## src/rtl/dmem_access_unit.sv

```systemverilog
// dmem_access_unit: MEM-stage load/store sequencer with sub-word extract and read-modify-write stores.
// Define MISALIGN_TRAP_EN to trap misaligned half/word accesses instead of force-aligning them.
module dmem_access_unit (
   input  logic        clk,
   input  logic        rst,
   input  logic        req_valid,
   output logic        req_ready,
   input  logic        req_we,
   input  logic [1:0]  req_size,
   input  logic        req_signed,
   input  logic [31:0] req_addr,
   input  logic [31:0] req_wdata,
   output logic        rsp_valid,
   output logic [31:0] rsp_rdata,
   output logic        rsp_err,
   output logic [31:0] mem_address,
   output logic [31:0] mem_data,
   output logic        mem_wren,
   input  logic [31:0] mem_q
);
   typedef enum logic [2:0] {IDLE, RD, CAP, WR, RESP} state_t;
   state_t state, next;
   logic        we, sgn, acc, trap;
   logic [1:0]  size, off, a_off;
   logic [31:0] wdata, sh, ld, mask, merged;
   assign req_ready = state == IDLE;
   assign acc = req_valid && req_ready;
   always_comb begin
`ifdef MISALIGN_TRAP_EN
      a_off = req_addr[1:0];
      trap = req_size[1] ? |req_addr[1:0] : req_size[0] && req_addr[0];
`else
      a_off = req_size[1] ? 2'b00 : req_size[0] ? {req_addr[1], 1'b0} : req_addr[1:0];
      trap = 1'b0;
`endif
   end
   always_comb begin
      next = state;
      case (state)
         IDLE: next = !acc ? IDLE : trap ? RESP : (req_we && req_size[1]) ? WR : RD;
         RD:   next = CAP;
         CAP:  next = we ? WR : RESP;
         WR:   next = RESP;
         RESP: next = IDLE;
         default: next = IDLE;
      endcase
   end
   // Lane offset is already aligned for halves, so one shift serves byte and half lanes.
   always_comb begin
      sh = mem_q >> {off, 3'b000};
      ld = size[1] ? mem_q : size[0] ? {{16{sgn & sh[15]}}, sh[15:0]} : {{24{sgn & sh[7]}}, sh[7:0]};
      mask = (size[0] ? 32'h0000_FFFF : 32'h0000_00FF) << {off, 3'b000};
      merged = (mem_q & ~mask) | ((wdata << {off, 3'b000}) & mask);
   end
   always_ff @(posedge clk or posedge rst)
      if (rst) state <= IDLE;
      else state <= next;
   always_ff @(posedge clk or posedge rst)
      if (rst) begin
         rsp_valid <= 1'b0;
         rsp_rdata <= '0;
         rsp_err <= 1'b0;
         mem_address <= '0;
         mem_data <= '0;
         mem_wren <= 1'b0;
         we <= 1'b0;
         sgn <= 1'b0;
         size <= '0;
         off <= '0;
         wdata <= '0;
      end else begin
         rsp_valid <= next == RESP;
         mem_wren <= next == WR;
         if (acc) begin
            we <= req_we;
            sgn <= req_signed;
            size <= req_size;
            off <= a_off;
            wdata <= req_wdata;
            rsp_err <= trap;
            rsp_rdata <= '0;
            mem_data <= req_wdata;
            if (!trap) mem_address <= {2'b00, req_addr[31:2]};
         end
         if (state == CAP) begin
            if (we) mem_data <= merged;
            else rsp_rdata <= ld;
         end
      end
endmodule

```

## config.mk

```make
export PLATFORM = sky130hd
export DESIGN_NAME = dmem_access_unit
export DESIGN_NICKNAME = d
export VERILOG_FILES = /design/src/rtl/dmem_access_unit.sv
export SDC_FILE = /design/constraint.sdc
export NUM_CORES = 1
export LEC_CHECK = 0
export ABC_AREA = 1
export CAP_MARGIN = 20
export CORE_UTILIZATION = 52
export CTS_BUF_LIST = sky130_fd_sc_hd__clkbuf_2
export CTS_CLUSTER_DIAMETER = 30
export DETAILED_ROUTE_END_ITERATION = 6
export PLACE_DENSITY = 0.88
export SKIP_CTS_REPAIR_TIMING = 1
export SLEW_MARGIN = 25
export SYNTH_ARGS = -nofsm -noshare
export SYNTH_HDL_FRONTEND = slang
export SYNTH_SLANG_ARGS = --single-unit
```

## constraint.sdc

```tcl
create_clock -name clk -period 6.4 [get_ports clk]
set_clock_uncertainty 0.05 [all_clocks]
set_input_delay 0.96 -clock clk [delete_from_list [all_inputs] [get_ports clk]]
set_output_delay 0.96 -clock clk [all_outputs]
set_load 0.02 [all_outputs]
```

Word-level counts from Yosys, hierarchy flattened:

Cells that the tools add are included.
W data, S select, Z words.

* add/subtract/negate cells: 0
* multipliers: 0
* divide/modulo/power cells: 0
* order comparisons: 0
* equality and inequality tests: 5
* shift-type cells: 3
* muxes and demuxes: 15
* bitwise logic cells: 6
* reductions and logical operators: 3

Operators by type and width (count)
* $mux W32: 8
* $and A32 B32 Y32: 2
* $not A32 Y32: 1
* $or A32 B32 Y32: 1
* $shl A16 B5 Y32: 1
* $shl A32 B5 Y32: 1
* $shr A32 B5 Y16: 1
* $mux W16: 1
* $pmux W3 S4: 1
* $eq A3 B2 Y1 const B: 3
* $mux W2: 3
* $eq A3 B1 Y1 const B: 1
* $eq A3 B3 Y1 const B: 1
* $logic_not A3 Y1: 1
* $mux W3: 1
* $and A1 B1 Y1: 2
* $logic_and A1 B1 Y1: 2
* $mux W1: 1

* register bits after elaboration: 137
* bits in latches: 0
* bits in writable memories: 0
* memory bits (read-only): 0
* input port bits: 103
* output and inout port bits: 100
* logic and storage cells: 43
* memories: 0

Logic depth before layout (Yosys ltp):

Gate-level depths: netlist of the first run.

* depth after elaboration: 7
* mapped depth: 10
* gate-level depth less buffers: 9

Worst setup path before layout of the first run:

No wires, ideal clock.

* kind: input to register
* start: in mem_q[23]
* end: reg rsp_rdata[20]
* library setup time: 122 ps
* arrival time: 1676 ps
* required time: 6228 ps
* path slack: 4552 ps
* cell stages on the path: 9
* path buffers: 1
* cells stage by stage: inv_1 -> nand2_1 -> nand3_1 -> nand2_1 -> nand2_2 -> nand2_1 -> nand2_2 -> buf_6 -> a21oi_2

* word-level cells in the longest chain between the ends: 6
* elaborated cells between the ends (all ways): 7
* classes of those cells: 1 x shift; 4 x mux; 2 x bitwise

Ends and longest elaborated chain
* start: declaration: line 19 `input logic [31:0] mem_q`
* $shr A32 B5 Y16 *: line 50 `sh = mem_q >> {off, 3'b000};`
* $and A1 B1 Y1: line 51 `ld = size[1] ? mem_q : size[0] ? {{16{sgn & sh[15]}}, sh[15:0]} : {{24{sgn & sh[7]}}, sh[7:0]};`
* $mux W32 * (2 in series): line 51
* $mux W32 *: line 86 `if (we) mem_data <= merged;`
* $mux W32 *: line 85 `if (state == CAP) begin`
* end signal: assignment: line 87 `else rsp_rdata <= ld;`
* end: declaration: line 14 `output logic [31:0] rsp_rdata,`

Every way passes the cells marked *; elsewhere a longest branch is shown, timed or not.
A chain may end at the register's enable or synchronous reset.

Worst setup path in the final report of the first run:

* start: reg state[0]
* end: out req_ready

* word-level cells in the longest chain between the ends: 1

Ends and longest elaborated chain
* start: declaration: line 22 `state_t state, next;`
* start signal: assignment: line 57 `else state <= next;`
* $logic_not A3 Y1: line 26 `assign req_ready = state == IDLE;`
* end: declaration: line 7 `output logic req_ready,`

Every way passes these cells.

==> flow_summary_export.csv, run 1 <==
group,metric,value,unit
run_status,status,"completed",
routing,vias_per_cell,5.42,
placed_design,place.detailed.hpwl,13.3,mm
clock_network,cts_root_buf,"sky130_fd_sc_hd__clkbuf_2",
floorplan,floorplan.die_area,0.0128,mm^2
grt,vias_in_the_first_global_route,6218,
final_layout,sequential_cell_area,0.00323,mm^2
clock_network,tritoncts_num_sinks,129,
clock_network,worstSkewPairLatency,0.71,ns
clock_network,cts.clk_slew.worst_paths,0.18,ns
timing,fin_tns_setup,0,ns
final_layout,final.fill_count,927,
final_layout,final_nets,1124,
placed_design,placed_cells,1170,
routing,initial_drt_pass_iterations,6,
min_path,worstHoldPathCells,2,
final_layout,fraction_of_layout_cells_with_a_size_suffix_above_1,6.00,%
clock_network,cts_buffers,17,
floorplan,fp.dieW,113,um
setup_path,reg_to_reg_start,"off[0]$_DFFE_PP0N_",
timing,timing_hold_violations_final,0,
grt,global_route.overflow_total,0,
synthesis,postSynthCellCount,851,
floorplan,core,0.0121,mm^2
setup_path,worst_r2r_endpoint,"rsp_rdata[12]$_DFF_PP0_",
setup_path,worstSetupPathType,"flop to output pin",
placed_design,port_buffers,199,
floorplan,rows,40,
setup_path,timing.critical_path.arrival,2.13,ns
timing,timing.fmax,0.318,GHz
setup_path,worstPathMaxFanout,4,
grt,grt_antenna_before_repair,1,
routing,routed_wirelength,19.4,mm
power_and_ir_drop,vdd.ir_drop.worst,0.293,mV
final_layout,layout.cells.non_filler,1203,
synthesis,synth-seq-area-share,50.1,%
synthesis,netlist-cell-type-count,27,
power_and_ir_drop,power_per_cell_area,514,mW/mm^2
min_path,hp-class,"flop to flop",
routing,drc,0,
timing,hold_slack,0.450,ns
timing,unrepaired_setup_endpoints_after_global_routing,"no",
clock_network,tritoncts,"done",
final_layout,multi_input_area,0.00278,mm^2
setup_path,endpoint_kind,"output pin",
routing,post_dr_wirelength_cell,16.1,um
setup_path,worstSetupStartpointType,"flop",
timing,number_of_max_slew_violations_in_the_final_report,0,
timing,post-route-period-util,49.1,%
timing,worst_max_slew_pin_slew,1.09,ns
floorplan,start_util,53.4,%
grt,grt_start_max_net_pins,81,
final_layout,syn_to_final_growth,35.6,%
synthesis,postSynthRegisterBits,129,
placed_design,routabilityCongestion,0.923,
run,timing.max_cap.violations,0,
timing,post-route-min-period,3.14,ns
timing,final_setup_fails,0,
grt,grt_util_all_layers,31.7,%
clock_network,cts_max_path_buffers,2,
routing,antenna_left,0,
setup_path,worstPathRequired,5.39,ns
min_path,whs_endpoint,"mem_address[27]$_DFFE_PP0N_",
min_path,min_from,"mem_address[27]$_DFFE_PP0N_",
timing,max_slew_margin,27.3,%
routing,drt_first_iter_violations,697,
floorplan,boundaryPins,203,
setup_path,setup.reg_to_reg.worst_slack,3.42,ns
synthesis,mappedNetlistArea,0.00644,mm^2
synthesis,ys_warn_count,0,
routing,via_count,6523,
synthesis,synth_area_per_cell,7.57,um^2
floorplan,floorplan_die_height,113,um
setup_path,ff2ff_path_depth,8,
clock_network,h-tree-depth,4,
grt,grt_pass1_wl,31.2,mm
power_and_ir_drop,power_leakage,4.27,nW
[how the worst max path moves through the flow]
| stage | from | end | cells after the start |
|---|---|---|---|
| 6_report | state[0]$_DFF_PP0_ | req_ready | 2 |
| 5_1_grt | state[0]$_DFF_PP0_ | req_ready | 2 |
| 2_1_floorplan | rst | mem_address[0]$_DFFE_PP0N_ | 1 |
| 3_5_place_dp | req_valid | mem_data[6]$_DFF_PP0_ | 8 |
| 4_1_cts | state[0]$_DFF_PP0_ | req_ready | 2 |
| 3_3_place_gp | req_valid | mem_data[7]$_DFF_PP0_ | 8 |
[per-layer routing]
metal,vias to the layer above,part of all wire [%],track usage [%]
li1,3073,-,-
met5,-,0,0
met3,82,7.8,7.28
met1,2998,40,40.9
met4,0,5.0,18.8
met2,370,47,49.2
[flip-flops by register name, summed over array words and instances (netlist names)]
name         count
mem_address     30
mem_data        32
mem_wren         1
off              2
rsp_rdata       32
rsp_valid        1
sgn              1
size             2
state            3
wdata           24
we               1
[through the flow]
stage                     worst slack (ns)  total power [mW]  utilization [%]  area, um^2
after detailed placement              3.03              3.85             69.8        8420
after global placement                3.10              3.80             69.8        8420
after global routing                  3.16              4.81             72.4        8730
after CTS                             3.21              4.47             72.3        8720
after floorplan                       1.95              2.94                -        6450
final                                 3.26              4.49             72.4        8730
[area by class of cell]
| cell class | count | share of cell area (%) |
|---|---|---|
| well taps | 168 | 2.41 |
| repair buffers | 204 | 23.2 |
| inverters | 47 | 2.08 |
| clock buffers | 17 | 0.974 |
| diodes | 1 | 0.0287 |
| flip-flops and latches | 129 | 37.0 |
| multi-input cells | 622 | 31.8 |
| clock inverters | 15 | 2.48 |
[Yosys cell counts]
cell type / count / area (um^2)
sky130_fd_sc_hd__a21oi_1: 37 / 185
sky130_fd_sc_hd__a21oi_2: 10 / 87.6
sky130_fd_sc_hd__buf_1: 3 / 11.3
sky130_fd_sc_hd__buf_2: 26 / 130
sky130_fd_sc_hd__buf_4: 8 / 60.1
sky130_fd_sc_hd__buf_6: 1 / 11.3
sky130_fd_sc_hd__clkbuf_1: 17 / 63.8
sky130_fd_sc_hd__conb_1: 1 / 3.75
sky130_fd_sc_hd__dfrtp_1: 129 / 3230
sky130_fd_sc_hd__inv_1: 44 / 165
sky130_fd_sc_hd__inv_2: 3 / 11.3
sky130_fd_sc_hd__mux2i_1: 1 / 10.0
sky130_fd_sc_hd__nand2_1: 360 / 1350
sky130_fd_sc_hd__nand2_2: 5 / 31.3
sky130_fd_sc_hd__nand3_1: 66 / 330
sky130_fd_sc_hd__nand3_2: 2 / 20.0
sky130_fd_sc_hd__nand4_1: 1 / 6.26
sky130_fd_sc_hd__nor2_1: 29 / 109
sky130_fd_sc_hd__nor2_2: 1 / 6.26
sky130_fd_sc_hd__nor2_4: 1 / 11.3
sky130_fd_sc_hd__nor3_1: 4 / 20.0
sky130_fd_sc_hd__nor3_2: 2 / 20.0
sky130_fd_sc_hd__o211ai_1: 24 / 180
sky130_fd_sc_hd__o21ai_0: 65 / 325
sky130_fd_sc_hd__o21ai_1: 9 / 45.0
sky130_fd_sc_hd__o21ai_2: 1 / 8.76
sky130_fd_sc_hd__o21bai_1: 1 / 7.51
[worst max-delay path: stages, from the launching register on]
cell                              delay [ns]
sky130_fd_sc_hd__dfrtp_1                0.46
sky130_fd_sc_hd__nor3_2                 0.30
sky130_fd_sc_hd__clkdlybuf4s50_1        0.66
[cells in the final DEF, fill, tap and decap left out, drive strengths merged]
cell type	count
mux2i	1
nor3	6
nand4	1
a21oi	47
clkbuf	17
inv	47
o211ai	24
o21ai	75
clkinv	7
nand2	365
bufinv	5
buf	5
nor2	31
conb	3
clkdlybuf4s50	199
o21bai	1
nand3	68
clkinvlp	3
dfrtp	129
diode	1
[cell families after synthesis]
kind of cell	after synthesis	share of synthesized area (%)
mux	1	0.155
simple gates	471	29.6
buf+inv	102	7.03
compound gates	147	13.0
flops	129	50.1
other cells	1	0.0582
[report_power, final]
| group | leakage, nW | switching, mW | internal [mW] |
|---|---|---|---|
| Clock | 0.165 | 0.315 | 0.293 |
| Combinational | 2.48 | 1.45 | 0.960 |
| Sequential | 1.63 | 0.282 | 1.19 |
No activity file was read; power rests on OpenSTA's default activity.
==> run 2: changes to the inputs <==
CORE_UTILIZATION = 44   (was 52)
PLACE_DENSITY = 0.79   (was 0.88)
clock period = 2.6 ns   (was 6.4 ns; I/O delays follow)
==> flow_summary_export.csv, run 2 (synthesis gave the netlist of run 1 again) <==
group,metric,value,unit
run_status,status,"completed",
placed_design,pre_cts_slack,0.532,ns
setup_path,critical-path-slowest-cell,"sky130_fd_sc_hd__clkdlybuf4s50_1",
timing,post-route-min-period,2.23,ns
timing,max_slew_margin,52.3,%
power_and_ir_drop,p_int,6.25,mW
final_layout,layout_commonest_cell,"sky130_fd_sc_hd__nand2_1",
clock_network,tritoncts_num_sinks,129,
floorplan,rows,43,
setup_path,timing.critical_path.arrival,1.79,ns
timing,unrepaired_setup_endpoints_after_global_routing,"no",
timing,post-route-period-util,85.8,%
placed_design,placement.cell_area,0.00860,mm^2
timing,hold_slack,0.0970,ns
setup_path,setup.reg_to_reg.worst_slack,0.61,ns
clock_network,h-tree-depth,4,
final_layout,finalInstanceArea,0.00892,mm^2
grt,vias_in_the_first_global_route,6046,
setup_path,worst_r2r_endpoint,"rsp_rdata[16]$_DFF_PP0_",
power_and_ir_drop,share_comb_of_total_power,54.7,%
setup_path,cpLargestDelayFamily,"buffers and inverters",
timing,worst_max_slew_pin_slew,0.716,ns
floorplan,core,0.0141,mm^2
power_and_ir_drop,power_switching_share,44.7,%
floorplan,boundaryPins,203,
clock_network,cts_buffers,17,
clock_network,tritoncts,"done",
grt,grt_antenna_before_repair,1,
power_and_ir_drop,vdd.ir_drop.worst,0.547,mV
setup_path,timing.critical_path.depth,1,
final_layout,fraction_of_layout_cells_with_a_size_suffix_above_1,7.16,%
setup_path,ff2ff_path_depth,10,
setup_path,worstPathMaxFanout,2,
routing,vias_per_cell,5.23,
setup_path,worstSetupPathType,"flop to output pin",
timing,number_of_max_slew_violations_in_the_final_report,0,
power_and_ir_drop,power_leakage,4.38,nW
power_and_ir_drop,power_per_cell_area,1270,mW/mm^2
run,timing.max_cap.violations,0,
routing,via_count,6428,
setup_path,reg_to_reg_start,"off[0]$_DFFE_PP0N_",
final_layout,final_nets,1138,
floorplan,start_util,45.7,%
final_layout,final.fill_count,1247,
clock_network,worstSkewPairLatency,0.74,ns
min_path,whs_endpoint,"mem_address[11]$_DFFE_PP0N_",
final_layout,largestRegisters,"mem_data (32), rsp_rdata (32), mem_address (30)",
routing,routed_wirelength,19.9,mm
routing,initial_drt_pass_iterations,6,
setup_path,path_cells,"clkdlybuf4s50_1",
power_and_ir_drop,power_frac_seq,31.2,%
setup_path,endpoint_kind,"output pin",
min_path,worstHoldPathCells,3,
grt,grt_util_all_layers,27.4,%
timing,post-route-worst-setup-slack,0.369,ns
min_path,min_from,"req_addr[13]",
setup_path,worstPathRequired,2.16,ns
setup_path,worstSetupStartpointType,"flop",
power_and_ir_drop,share_clk_of_total_power,14.1,%
placed_design,routabilityCongestion,0.934,
setup_path,slowest_delay,0.62,ns
routing,drt_first_iter_violations,630,
routing,drc,0,
clock_network,cts.clk_slew.worst_paths,0.21,ns
floorplan,floorplan_die_height,123,um
timing,fin_tns_setup,0,ns
routing,post_dr_wirelength_cell,16.2,um
power_and_ir_drop,p_switching,5.05,mW
grt,global_route.overflow_total,0,
clock_network,cts_root_buf,"sky130_fd_sc_hd__clkbuf_2",
placed_design,port_buffers,199,
final_layout,most_frequent_cells_in_the_layout,"sky130_fd_sc_hd__nand2_1 (359), sky130_fd_sc_hd__clkdlybuf4s50_1 (198), sky130_fd_sc_hd__dfrtp_1 (129), sky130_fd_sc_hd__nand3_1 (66), sky130_fd_sc_hd__o21ai_0 (65)",
floorplan,floorplan.die_area,0.0151,mm^2
grt,grt_pass1_wl,31.2,mm
grt,grt_start_max_net_pins,71,
min_path,hp-class,"primary input to flop",
final_layout,syn_to_final_growth,38.6,%
timing,timing_hold_violations_final,0,
setup_path,timing.critical_path.buf_inv,1,
routing,antenna_left,0,
timing,timing.fmax,0.448,GHz
placed_design,place.detailed.hpwl,14.2,mm
floorplan,fp.dieW,123,um
clock_network,cts_max_path_buffers,2,
timing,final_setup_fails,0,
==> run 2: worst max-delay path by stage <==
stage / start / to / slack (ns)
2_1_floorplan: rst / mem_address[0]$_DFFE_PP0N_ / 0.56
3_3_place_gp: mem_q[23] / rsp_rdata[19]$_DFF_PP0_ / 0.58
3_5_place_dp: mem_q[23] / rsp_rdata[18]$_DFF_PP0_ / 0.53
4_1_cts: state[0]$_DFF_PP0_ / req_ready / 0.01
5_1_grt: mem_data[11]$_DFF_PP0_ / mem_data[11] / 0.29
6_report: mem_data[11]$_DFF_PP0_ / mem_data[11] / 0.37
==> run 2: per-stage QoR <==
step	util, %	instances	power (mW)
after detailed placement	61.0	1195	9.71
after floorplan	-	853	7.24
final	63.3	1229	11.3
after global routing	63.3	1229	12.1
after global placement	61.0	1195	9.60
after CTS	63.2	1227	11.3
==> run 2: area by class of cell <==
| class | count | area, um^2 | area share (%) |
|---|---|---|---|
| antenna | 1 | 2.50 | 0.0280 |
| clock buffer | 20 | 100 | 1.12 |
| clock inverter | 12 | 213 | 2.38 |
| inverter | 47 | 180 | 2.02 |
| multi-input combinational | 622 | 2770 | 31.1 |
| sequential | 129 | 3230 | 36.2 |
| tap | 180 | 225 | 2.52 |
| timing repair buffer | 218 | 2200 | 24.7 |
==> run 2: power groups by stage <==
stage | clock network, mW | logic, mW | registers [mW]
2_1_floorplan | 0 | 2.99 | 4.25
4_1_cts | 1.60 | 6.19 | 3.52
5_1_grt | 1.69 | 6.78 | 3.63
3_5_place_dp | 0 | 6.15 | 3.55
3_3_place_gp | 0 | 6.07 | 3.53
6_report | 1.59 | 6.18 | 3.52
==> run 2: metal layers <==
metal,vias to the layer above,part of all wire [%],track usage (%)
li1,3093,-,-
met1,2990,42,37.3
met2,302,48,42.7
met3,43,7.6,6.04
met4,0,2.3,10.5
met5,-,0,0
==> run 3: changes to the inputs <==
GPL_TIMING_DRIVEN = 0   (was default)
==> flow_summary_export.csv, run 3 (synthesis gave the netlist of run 1 again) <==
group,metric,value,unit
run_status,status,"finished, violations left",
run_status,violated_checks,"DRC",
setup_path,worstPathRequired,2.16,ns
run,timing.max_cap.violations,0,
setup_path,setup.reg_to_reg.worst_slack,0.61,ns
clock_network,tritoncts_num_sinks,129,
setup_path,worstSetupPathType,"flop to output pin",
clock_network,h-tree-depth,4,
timing,worst_max_slew_pin_slew,0.631,ns
setup_path,timing.critical_path.buf_inv,1,
clock_network,cts_root_buf,"sky130_fd_sc_hd__clkbuf_2",
timing,number_of_max_slew_violations_in_the_final_report,0,
setup_path,worstPathMaxFanout,2,
timing,unrepaired_setup_endpoints_after_global_routing,"no",
routing,vias_per_cell,5.29,
clock_network,cts_buffers,17,
placed_design,routabilityCongestion,0.941,
routing,drc,2,
final_layout,final.fill_count,1277,
routing,drt_first_iter_violations,740,
final_layout,layout.cells.non_filler,1270,
floorplan,fp.dieW,123,um
timing,post-route-min-period,2.22,ns
routing,routed_wirelength,21.9,mm
timing,timing_hold_violations_final,0,
setup_path,critical-path-slowest-cell,"sky130_fd_sc_hd__clkdlybuf4s50_1",
routing,antenna_left,0,
clock_network,worstSkewPairLatency,0.72,ns
floorplan,start_util,45.7,%
clock_network,tritoncts,"done",
final_layout,syn_to_final_growth,40.2,%
floorplan,floorplan_die_height,123,um
routing,initial_drt_pass_iterations,7,
final_layout,final_nets,1179,
grt,grt_antenna_before_repair,1,
timing,timing.fmax,0.450,GHz
power_and_ir_drop,power_per_cell_area,1260,mW/mm^2
final_layout,layout_commonest_cell,"sky130_fd_sc_hd__nand2_1",
grt,grt_util_all_layers,30.2,%
final_layout,largestRegisters,"mem_data (32), rsp_rdata (32), mem_address (30)",
floorplan,rows,43,
setup_path,reg_to_reg_start,"state[0]$_DFF_PP0_",
timing,final_setup_fails,0,
routing,post_dr_wirelength_cell,17.2,um
setup_path,ff2ff_path_depth,5,
setup_path,cpLargestDelayFamily,"buffers and inverters",
placed_design,port_buffers,199,
final_layout,most_frequent_cells_in_the_layout,"sky130_fd_sc_hd__nand2_1 (360), sky130_fd_sc_hd__clkdlybuf4s50_1 (198), sky130_fd_sc_hd__dfrtp_1 (129), sky130_fd_sc_hd__nand3_1 (66), sky130_fd_sc_hd__o21ai_0 (65)",
clock_network,cts.clk_slew.worst_paths,0.22,ns
routing,via_count,6718,
min_path,hp-class,"primary input to flop",
setup_path,worst_r2r_endpoint,"wdata[3]$_DFFE_PP0N_",
final_layout,fraction_of_layout_cells_with_a_size_suffix_above_1,8.72,%
setup_path,slowest_delay,0.63,ns
final_layout,sequential_cell_area,0.00323,mm^2
final_layout,multi_input_area,0.00277,mm^2
placed_design,place.detailed.hpwl,16.3,mm
floorplan,boundaryPins,203,
min_path,min_from,"req_addr[23]",
setup_path,worstSetupStartpointType,"flop",
timing,max_slew_margin,57.9,%
power_and_ir_drop,power_leakage,4.45,nW
timing,hold_slack,0.130,ns
setup_path,endpoint_kind,"output pin",
min_path,whs_endpoint,"mem_address[21]$_DFFE_PP0N_",
setup_path,timing.critical_path.arrival,1.78,ns
grt,vias_in_the_first_global_route,6416,
floorplan,core,0.0141,mm^2
setup_path,path_cells,"clkdlybuf4s50_1",
placed_design,placed_cells,1236,
power_and_ir_drop,vdd.ir_drop.worst,0.529,mV
grt,global_route.overflow_total,0,
floorplan,floorplan.die_area,0.0151,mm^2
timing,post-route-period-util,85.5,%
grt,grt_start_max_net_pins,32,
min_path,worstHoldPathCells,3,
clock_network,cts_max_path_buffers,2,
grt,grt_pass1_wl,33.9,mm
-- run 3: cell types whose count changed in the layout (fill, tap and decap cells not counted) --
cell / before / now
sky130_fd_sc_hd__buf_1: 0 / 3
sky130_fd_sc_hd__nand2_1: 359 / 360
sky130_fd_sc_hd__buf_4: 13 / 8
sky130_fd_sc_hd__buf_6: 0 / 1
sky130_fd_sc_hd__buf_12: 5 / 4
sky130_fd_sc_hd__bufinv_16: 6 / 4
sky130_fd_sc_hd__buf_2: 0 / 26
sky130_fd_sc_hd__clkbuf_1: 0 / 17
sky130_fd_sc_hd__clkinvlp_4: 3 / 4
sky130_fd_sc_hd__nand2_4: 1 / 0
sky130_fd_sc_hd__clkinv_2: 2 / 3
-- run 3: how the worst max path moves through the flow --
| stage | to | slack (ns) | depth (start not counted) | from |
|---|---|---|---|---|
| 5_1_grt | mem_data[9] | 0.26 | 1 | mem_data[9]$_DFF_PP0_ |
| 3_3_place_gp | rsp_rdata[0]$_DFF_PP0_ | -0.64 | 2 | rst |
| 6_report | mem_data[9] | 0.38 | 1 | mem_data[9]$_DFF_PP0_ |
| 3_5_place_dp | wdata[15]$_DFFE_PP0N_ | 0.51 | 5 | req_valid |
| 2_1_floorplan | mem_address[0]$_DFFE_PP0N_ | 0.56 | 1 | rst |
| 4_1_cts | req_ready | 0.07 | 2 | state[0]$_DFF_PP0_ |
-- run 3: cell type report --
type / instances / share of cell area (%)
Antenna cell: 1 / 0.0277
Buffer: 55 / 3.06
Clock buffer: 20 / 1.11
Clock inverter: 12 / 1.83
Inverter: 47 / 2.00
Multi-Input combinational cell: 622 / 30.6
Sequential cell: 129 / 35.8
Tap cell: 180 / 2.49
Timing Repair Buffer: 204 / 23.1
-- run 3: worst reg2reg max path: stages, from the launching register on --
cell and delay, ns:
sky130_fd_sc_hd__dfrtp_1 0.47, sky130_fd_sc_hd__nor3_2 0.23, sky130_fd_sc_hd__nand2_1 0.22, sky130_fd_sc_hd__inv_2 0.23, sky130_fd_sc_hd__clkbuf_1 0.52, sky130_fd_sc_hd__o21ai_0 0.18
-- run 3: routing by layer --
metal / vias to the layer above / routed length [um] / share of wire, % / GRT usage, %
li1: 3187 / - / - / -
met1: 3101 / 9300 / 42 / 41.6
met2: 367 / 9940 / 45 / 45.5
met3: 63 / 1930 / 8.8 / 6.50
met4: 0 / 714 / 3.3 / 14.5
met5: - / 0 / 0 / 0
-- run 3: power breakdown --
group	internal (mW)	leakage [nW]	switching [mW]
Sequential	2.93	1.63	0.557
Clock	0.631	0.155	0.764
Combinational	2.53	2.67	3.92
Total	6.09	4.45	5.24
-- run 3: through the flow --
| stage | cell area [um^2] | util, % | setup WS [ns] | setup TNS [ns] | power (mW) |
|---|---|---|---|---|---|
| 6_report | 9030 | 64.1 | 0.377 | 0 | 11.3 |
| 5_1_grt | 9030 | 64.1 | 0.263 | 0 | 12.1 |
| 4_1_cts | 9010 | 63.9 | 0.0688 | 0 | 11.3 |
| 3_5_place_dp | 8750 | 62.1 | 0.513 | 0 | 9.87 |
| 3_3_place_gp | 8670 | 61.5 | -0.643 | -82.13 | 9.73 |
| 2_1_floorplan | 6450 | - | 0.565 | 0 | 7.24 |
